$ cat src/rtl/ota_sc_phase_ctrl.sv
// ota_sc_phase_ctrl: bias power-up sequencer and non-overlapping
// two-phase clock generator for the switched-capacitor filter OTA.
module ota_sc_phase_ctrl #(
   parameter int KICK_CYC   = 4,
   parameter int SETTLE_CYC = 32,
   parameter int CNT_W      = 16
) (
   input  logic             clk,
   input  logic             rst_n,
   input  logic             en,
   input  logic [7:0]       ph_len,
   input  logic [3:0]       nov,
   output logic             bias_en,
   output logic             bias_kick,
   output logic             phi1,
   output logic             phi1e,
   output logic             phi2,
   output logic             ready,
   output logic             sample_valid,
   output logic [CNT_W-1:0] period_cnt
);

   localparam int TW = 16;

   localparam logic [2:0] S_IDLE   = 3'd0;
   localparam logic [2:0] S_KICK   = 3'd1;
   localparam logic [2:0] S_SETTLE = 3'd2;
   localparam logic [2:0] S_RUN    = 3'd3;
   localparam logic [2:0] S_DRAIN  = 3'd4;

   localparam logic [1:0] P_P1 = 2'd0;
   localparam logic [1:0] P_D1 = 2'd1;
   localparam logic [1:0] P_P2 = 2'd2;
   localparam logic [1:0] P_D2 = 2'd3;

   localparam logic [TW-1:0] KICK_LD   = TW'(KICK_CYC - 1);
   localparam logic [TW-1:0] SETTLE_LD = TW'(SETTLE_CYC - 1);

   logic [1:0]       rel_q, rel_d;
   logic             en_q, en_d;
   logic [2:0]       state_q, state_d;
   logic [1:0]       sub_q, sub_d;
   logic [TW-1:0]    tmr_q, tmr_d;
   logic [7:0]       len_q, len_d;
   logic [3:0]       nv_q, nv_d;
   logic [CNT_W-1:0] pcnt_q, pcnt_d;

   logic bias_en_q, bias_en_d;
   logic kick_q, kick_d;
   logic phi1_q, phi1_d;
   logic phi1e_q, phi1e_d;
   logic phi2_q, phi2_d;
   logic ready_q, ready_d;
   logic sv_q, sv_d;

   logic [TW-1:0] len_ld, nv_ld, tmr_dec;
   logic          tmr_done, go, sv_ev;

   assign len_ld   = TW'(len_q) - TW'(1);
   assign nv_ld    = TW'(nv_q) - TW'(1);
   assign tmr_dec  = tmr_q - TW'(1);
   assign tmr_done = (tmr_q == '0);
   // en is only honoured once the reset release has fully propagated
   assign go       = en_q & rel_q[1];

   always_comb begin
      rel_d   = {rel_q[0], 1'b1};
      en_d    = en & rel_q[0];
      state_d = state_q;
      sub_d   = sub_q;
      tmr_d   = tmr_q;
      len_d   = len_q;
      nv_d    = nv_q;
      pcnt_d  = pcnt_q;
      sv_ev   = 1'b0;
      unique case (state_q)
         S_IDLE: begin
            if (go) begin
               state_d = S_KICK;
               tmr_d   = KICK_LD;
               len_d   = (ph_len == 8'd0) ? 8'd1 : ph_len;
               nv_d    = (nov == 4'd0) ? 4'd1 : nov;
            end
         end
         S_KICK: begin
            if (!en_q) begin
               state_d = S_IDLE;
            end else if (tmr_done) begin
               state_d = S_SETTLE;
               tmr_d   = SETTLE_LD;
            end else begin
               tmr_d = tmr_dec;
            end
         end
         S_SETTLE: begin
            if (!en_q) begin
               state_d = S_IDLE;
            end else if (tmr_done) begin
               state_d = S_RUN;
               sub_d   = P_P1;
               tmr_d   = len_ld;
               pcnt_d  = '0;
            end else begin
               tmr_d = tmr_dec;
            end
         end
         S_RUN: begin
            if (!en_q) begin
               state_d = S_DRAIN;
               tmr_d   = nv_ld;
            end else if (tmr_done) begin
               unique case (sub_q)
                  P_P1: begin
                     sub_d = P_D1;
                     tmr_d = nv_ld;
                  end
                  P_D1: begin
                     sub_d = P_P2;
                     tmr_d = len_ld;
                  end
                  P_P2: begin
                     sub_d  = P_D2;
                     tmr_d  = nv_ld;
                     pcnt_d = pcnt_q + CNT_W'(1);
                     sv_ev  = 1'b1;
                  end
                  default: begin
                     sub_d = P_P1;
                     tmr_d = len_ld;
                  end
               endcase
            end else begin
               tmr_d = tmr_dec;
            end
         end
         S_DRAIN: begin
            if (tmr_done) begin
               state_d = S_IDLE;
            end else begin
               tmr_d = tmr_dec;
            end
         end
         default: begin
            state_d = S_IDLE;
            tmr_d   = '0;
         end
      endcase
   end

   // outputs decoded from next state so every pin comes straight off a flop
   always_comb begin
      bias_en_d = (state_d != S_IDLE);
      kick_d    = (state_d == S_KICK);
      ready_d   = (state_d == S_RUN);
      phi1_d    = ready_d && (sub_d == P_P1);
      phi1e_d   = phi1_d && (tmr_d != '0);
      phi2_d    = ready_d && (sub_d == P_P2);
      sv_d      = sv_ev;
   end

   always_ff @(posedge clk or negedge rst_n) begin
      if (!rst_n) begin
         rel_q     <= '0;
         en_q      <= 1'b0;
         state_q   <= S_IDLE;
         sub_q     <= P_P1;
         tmr_q     <= '0;
         len_q     <= 8'd1;
         nv_q      <= 4'd1;
         pcnt_q    <= '0;
         bias_en_q <= 1'b0;
         kick_q    <= 1'b0;
         phi1_q    <= 1'b0;
         phi1e_q   <= 1'b0;
         phi2_q    <= 1'b0;
         ready_q   <= 1'b0;
         sv_q      <= 1'b0;
      end else begin
         rel_q     <= rel_d;
         en_q      <= en_d;
         state_q   <= state_d;
         sub_q     <= sub_d;
         tmr_q     <= tmr_d;
         len_q     <= len_d;
         nv_q      <= nv_d;
         pcnt_q    <= pcnt_d;
         bias_en_q <= bias_en_d;
         kick_q    <= kick_d;
         phi1_q    <= phi1_d;
         phi1e_q   <= phi1e_d;
         phi2_q    <= phi2_d;
         ready_q   <= ready_d;
         sv_q      <= sv_d;
      end
   end

   assign bias_en      = bias_en_q;
   assign bias_kick    = kick_q;
   assign phi1         = phi1_q;
   assign phi1e        = phi1e_q;
   assign phi2         = phi2_q;
   assign ready        = ready_q;
   assign sample_valid = sv_q;
   assign period_cnt   = pcnt_q;

endmodule

$ cat config.mk
export PLATFORM = sky130hd
export DESIGN_NAME = ota_sc_phase_ctrl
export DESIGN_NICKNAME = d
export VERILOG_FILES = /design/src/rtl/ota_sc_phase_ctrl.sv
export SDC_FILE = /design/constraint.sdc
export NUM_CORES = 1
export LEC_CHECK = 0
export CAP_MARGIN = 15
export CORE_AREA = 2 2 79 138
export DETAILED_ROUTE_END_ITERATION = 6
export DIE_AREA = 0 0 81 140
export PLACE_DENSITY_LB_ADDON = 0.15
export SLEW_MARGIN = 20
export SYNTH_ARGS = -nofsm -noshare
export SYNTH_HDL_FRONTEND = slang
export SYNTH_SLANG_ARGS = --single-unit
export TNS_END_PERCENT = 1
$ cat constraint.sdc
create_clock -name clk -period 5.3 [get_ports clk]
set_input_delay 1.06 -clock clk [delete_from_list [all_inputs] [get_ports clk]]
set_output_delay 1.06 -clock clk [all_outputs]
set_load 0.05 [all_outputs]
# After elaboration in Yosys (flattened, before gate mapping)
# Cells that the tools add are included.
# W data, S select, Z words.
[op_classes]
add_sub_neg = 4
n_eq_ne = 14
reduce_logical = 15
n_bitwise = 2
mux = 36
[ops]
columns = ["op", "n"]
rows = [
  ["$mux W16", 14],
  ["$pmux W16 S5", 1],
  ["$pmux W16 S2", 1],
  ["$mux W3", 7],
  ["$add A16 B1 Y16 const B", 1],
  ["$logic_not A16 Y1", 1],
  ["$reduce_bool A16 Y1", 1],
  ["$sub A16 B1 Y16 const B", 1],
  ["$pmux W3 S5", 1],
  ["$eq A3 B2 Y1 const B", 3],
  ["$sub A8 B1 Y9 const B", 1],
  ["$logic_not A8 Y1", 1],
  ["$mux W2", 4],
  ["$mux W8", 1],
  ["$ne A2 B2 Y1 const B", 4],
  ["$eq A3 B1 Y1 const B", 2],
  ["$pmux W2 S3", 1],
  ["$reduce_and A6 Y1", 1],
  ["$sub A4 B1 Y5 const B", 1],
  ["$eq A2 B2 Y1 const B", 2],
  ["$logic_not A2 Y1", 2],
  ["$logic_not A4 Y1", 1],
  ["$mux W1", 4],
  ["$mux W4", 1],
  ["other kinds (11)", 14],
]
[totals]
output_inout_bits = 23
ff_bits = 59

# Depth between registers and ports, before layout
[logic_depth]
depth_word = 8
ltp_mapped = 13
ltp_nobuf = 13

# Worst setup path after synthesis
# OpenSTA, ideal clock, no wires.
[synth_timing]
path_kind = "register to register"
from = "reg tmr_q[9]"
to = "reg phi1e_q (netlist: phi1e)"
setup_slack_ns = 1.843
stages_incl_launch_ff = 13
synth_period_minus_slack_ns = 3.457
arrival_ns = 3.319
t_required_ns = 5.162
path_cell_list = "dfrtp_1 or4_1 buf_4 or4_4 nor2_8 inv_6 ha_1 a2111oi_0 o31ai_1 a41o_1 or2_2 nor4_1 a31oi_1"
[synth_rtl]
columns = ["item", "line", "rtl"]
rows = [
  ["start: declaration", "43", "logic [TW-1:0] tmr_q, tmr_d;"],
  ["start signal: assignment", "183", "tmr_q <= tmr_d;"],
  ["$logic_not A16 Y1 *", "62", "assign tmr_done = (tmr_q == '0);"],
  ["$mux W16 (on tied branches)", "111, 88, 98", ""],
  ["$mux W16 (on tied branches)", "108, 86, 96", ""],
  ["$pmux W16 S5 *", "76", "unique case (state_q)"],
  ["named net tmr_d[0]", "43", ""],
  ["$reduce_bool A16 Y1 *", "156", "phi1e_d = phi1_d && (tmr_d != '0);"],
  ["$logic_and A1 B1 Y1 *", "156", ""],
  ["named net phi1e_d", "51", "logic phi1e_q, phi1e_d;"],
  ["end signal: assignment", "190", "phi1e_q <= phi1e_d;"],
  ["end: declaration", "51", ""],
]
# The timed path passes the listed nets; every way through them passes the cells marked *.
# A chain may end at the register's enable or synchronous reset.

# Worst setup path after layout
[layout_timing]
from = "reg tmr_q[8]"
to = "reg phi1e_q (netlist: phi1e)"
# Same word-level chain as after synthesis.

==> impl_metrics.env <==
export IMPL_hold_ws_ps=383
export IMPL_status="finished clean"
export IMPL_synth_cell_types=73
export IMPL_drt_initial_drc_count=353
export IMPL_critPathLaunchType="register"
export IMPL_syn_area_per_cell_um2=8.52
export IMPL_startpoint="tmr_q[8]"
export IMPL_worstSetupEndpoint="phi1e"
export IMPL_synthArstFlopShare=1.00
export IMPL_setup_tns_final_ps=0
export IMPL_clock_skew_final_ps=8.84
export IMPL_stdcell_area_um2=5000
export IMPL_cts_sinks=59
export IMPL_htreeDepth=3
export IMPL_period_share=0.734
export IMPL_viasPerCell=6.56
export IMPL_holdCritPathClass="reg -> reg"
export IMPL_fp_dieH_um=140
export IMPL_power_density_nw_per_um2=336
export IMPL_cts_hold_buf=0
export IMPL_grt_first_pass_wirelength_um=23100
export IMPL_firstDrtPassIters=7
export IMPL_wl_per_cell_um=22.3
export IMPL_cts_max_path_buffers=2
export IMPL_drive_gt1_frac=0.129
export IMPL_synth_seq_cells=59
export IMPL_die_w_um=81
export IMPL_place_port_buffers=37
export IMPL_post_cts_buffers=0
export IMPL_route_vias_total=4297
export IMPL_path_clk_slew_ps=50
export IMPL_p_leak_nw=2.01
export IMPL_final_core_util=0.491
export IMPL_rsz0062_at_grt="no"
export IMPL_dp_final_hpwl_um=10900
export IMPL_rr_worst_depth=11
export IMPL_fmax_mhz=257
export IMPL_cts_tree="yes"
export IMPL_r2r_start="tmr_q[8]"
export IMPL_critPathArrivalTime_ps=4080
export IMPL_ant_nets=0
export IMPL_routed_wl_um=14600
export IMPL_core_area_um2=10200
export IMPL_r2r_end="phi1e"
export IMPL_dieArea_um2=11300
export IMPL_dpl_cell_area_um2=4700
export IMPL_ir_drop_mv=0.220
export IMPL_std_cell_rows=49
export IMPL_grt_overflow_total=0
export IMPL_crit_fanout=11
export IMPL_drc=0
export IMPL_p_total_w=0.00168
export IMPL_drv_slew=0
export IMPL_max_slew_worst_pin_slew_ps=990
export IMPL_gp_congestion=1.00
export IMPL_synthTopCellsByArea="dfrtp_1 34%, o21ai_0 4.4%, nand2_1 3.6%"
export IMPL_maxCapViolations=0
export IMPL_num_nets_final=546
export IMPL_synthCells=495
export IMPL_synth_seq_area_share=0.351
export IMPL_ys_top_cells_by_count="57 x dfrtp_1, 40 x nand2_1, 37 x o21ai_0, 34 x nor2_1, 27 x nor3_1"
export IMPL_yosysWarnings=0
export IMPL_num_antenna_cells=0
export IMPL_max_slew_margin=0.337
export IMPL_grt_start_max_net_pins=60
export IMPL_cts_resized=0
export IMPL_cts_buffers=9
export IMPL_finalHoldViolCount=0
export IMPL_synth_most_common_cell="dfrtp_1"
export IMPL_grt_pass1_vias=4265
export IMPL_start_util=0.414
export IMPL_syn_area_um2=4220
export IMPL_syn_num_nets=518
export IMPL_cts_root_buffer="clkbuf_16"
export IMPL_finalWorstPathRequiredPeriod_ps=3890
export IMPL_io_pins=38
export IMPL_rrSetupSlack_ps=1410
export IMPL_clk_latency_ps=330
export IMPL_dominantRegCellSynth="dfrtp_1"
export IMPL_antenna_found_initial=0
export IMPL_synth_edf_count=0
export IMPL_area_growth_pct=18.5
export IMPL_yosys_area_top_type_share=0.338
export IMPL_cp_required_ps=5490
export IMPL_endpoint_kind="register"
export IMPL_grt_total_usage=0.273
export IMPL_setup_viol=0
export IMPL_yosys_area_top_type="dfrtp_1"
export IMPL_critPathKind="reg -> reg"
## cell families (layout without fill, tap and decap cells)
group,Yosys count,count (layout),synth area share
AOI/OAI and AO/OA,134,134,0.216
other,1,1,0.000889
xor gates and xnor gates,22,22,0.0457
muxes,9,9,0.0240
and+or+nand+nor,211,211,0.284
buffers and inverters,50,83,0.0528
adders and majority gates,9,9,0.0261
DFF,59,59,0.351
## stage by stage
stage | cells | setup slack, ps
final | 655 | 1410
after global routing | 655 | 1220
after CTS | 655 | 1450
after detailed placement | 639 | 1480
after global placement | 639 | 1490
after floorplan | 495 | 1840
## cells in the final DEF, fill, tap and decap left out, types with 3 or more instances in the layout
master / Yosys / routed
nor2b_1: 3 / 3
nand2b_1: 3 / 3
o211ai_1: 8 / 8
nor3b_1: 6 / 5
clkbuf_16: 0 / 9
a21oi_1: 24 / 24
buf_4: 5 / 12
nand2_1: 40 / 40
nor2_1: 34 / 34
nand4_1: 7 / 7
and4_1: 3 / 3
a32oi_1: 3 / 3
a211oi_1: 6 / 6
nor4_1: 11 / 11
xnor2_1: 14 / 14
and2_1: 5 / 5
ha_1: 8 / 8
o22ai_1: 4 / 4
a31o_2: 3 / 3
a31oi_1: 9 / 9
nor3_1: 27 / 27
nand3_1: 18 / 18
a2111oi_0: 4 / 3
or4_1: 10 / 10
dfrtp_1: 57 / 57
xor2_1: 8 / 8
or3b_2: 7 / 7
a221oi_1: 3 / 3
clkdlybuf4s50_1: 0 / 36
o21a_1: 4 / 4
mux2_2: 9 / 9
o21ai_0: 37 / 37
or3_1: 11 / 11
inv_1: 16 / 16
or2_2: 5 / 5
and3_1: 7 / 7
o31ai_1: 5 / 5
## how the worst min path moves through the flow
stage,to,start,depth (start not counted)
2_1_floorplan,rel_q[1],rel_q[0],0
3_3_place_gp,rel_q[1],rel_q[0],0
3_5_place_dp,rel_q[1],rel_q[0],0
4_1_cts,rel_q[1],rel_q[0],0
5_1_grt,rel_q[1],rel_q[0],0
6_report,rel_q[1],rel_q[0],0
## layer usage
metal  GRT usage  routed length (um)
met3      0.0515                 868
met4       0.202                1220
met5           0                   0
met1       0.295                5150
met2       0.460                7360
## report_power, final
part / internal (W) / switching, W
logic: 0.000190 / 0.000339
registers: 0.000495 / 0.0000727
clock network: 0.000376 / 0.000205
total: 0.00106 / 0.000617
## sequential cells by signal (all words and copies together) (netlist names)
| signal | cells |
|---|---|
| period_cnt | 16 |
| tmr_q | 16 |
| len_q | 8 |
| nv_q | 4 |
| state_q | 3 |
| rel_q | 2 |
| sub_q | 2 |
| bias_en | 1 |
| bias_kick | 1 |
| en_q | 1 |
| phi1 | 1 |
| phi1e | 1 |
| phi2 | 1 |
| ready | 1 |
| sample_valid | 1 |
## final cells by class
type,count,area [um2]
Fill cell,1038,5180
Inverter,18,72.6
Sequential cell,59,1480
Clock inverter,4,50.0
Timing Repair Buffer,49,455
Clock buffer,12,246
Tap cell,127,159
Multi-Input combinational cell,386,2530
## critical path, stage by stage, from the launching register on
cell	delay (ps)
dfrtp_1	500
or4_1	730
or4_4	630
nor2_8	210
inv_6	80
ha_1	270
a2111oi_0	390
o31ai_1	140
a41o_1	230
or2_2	270
nor4_1	180
a31oi_1	110
Note: power is estimated with default switching activity, not from simulation.
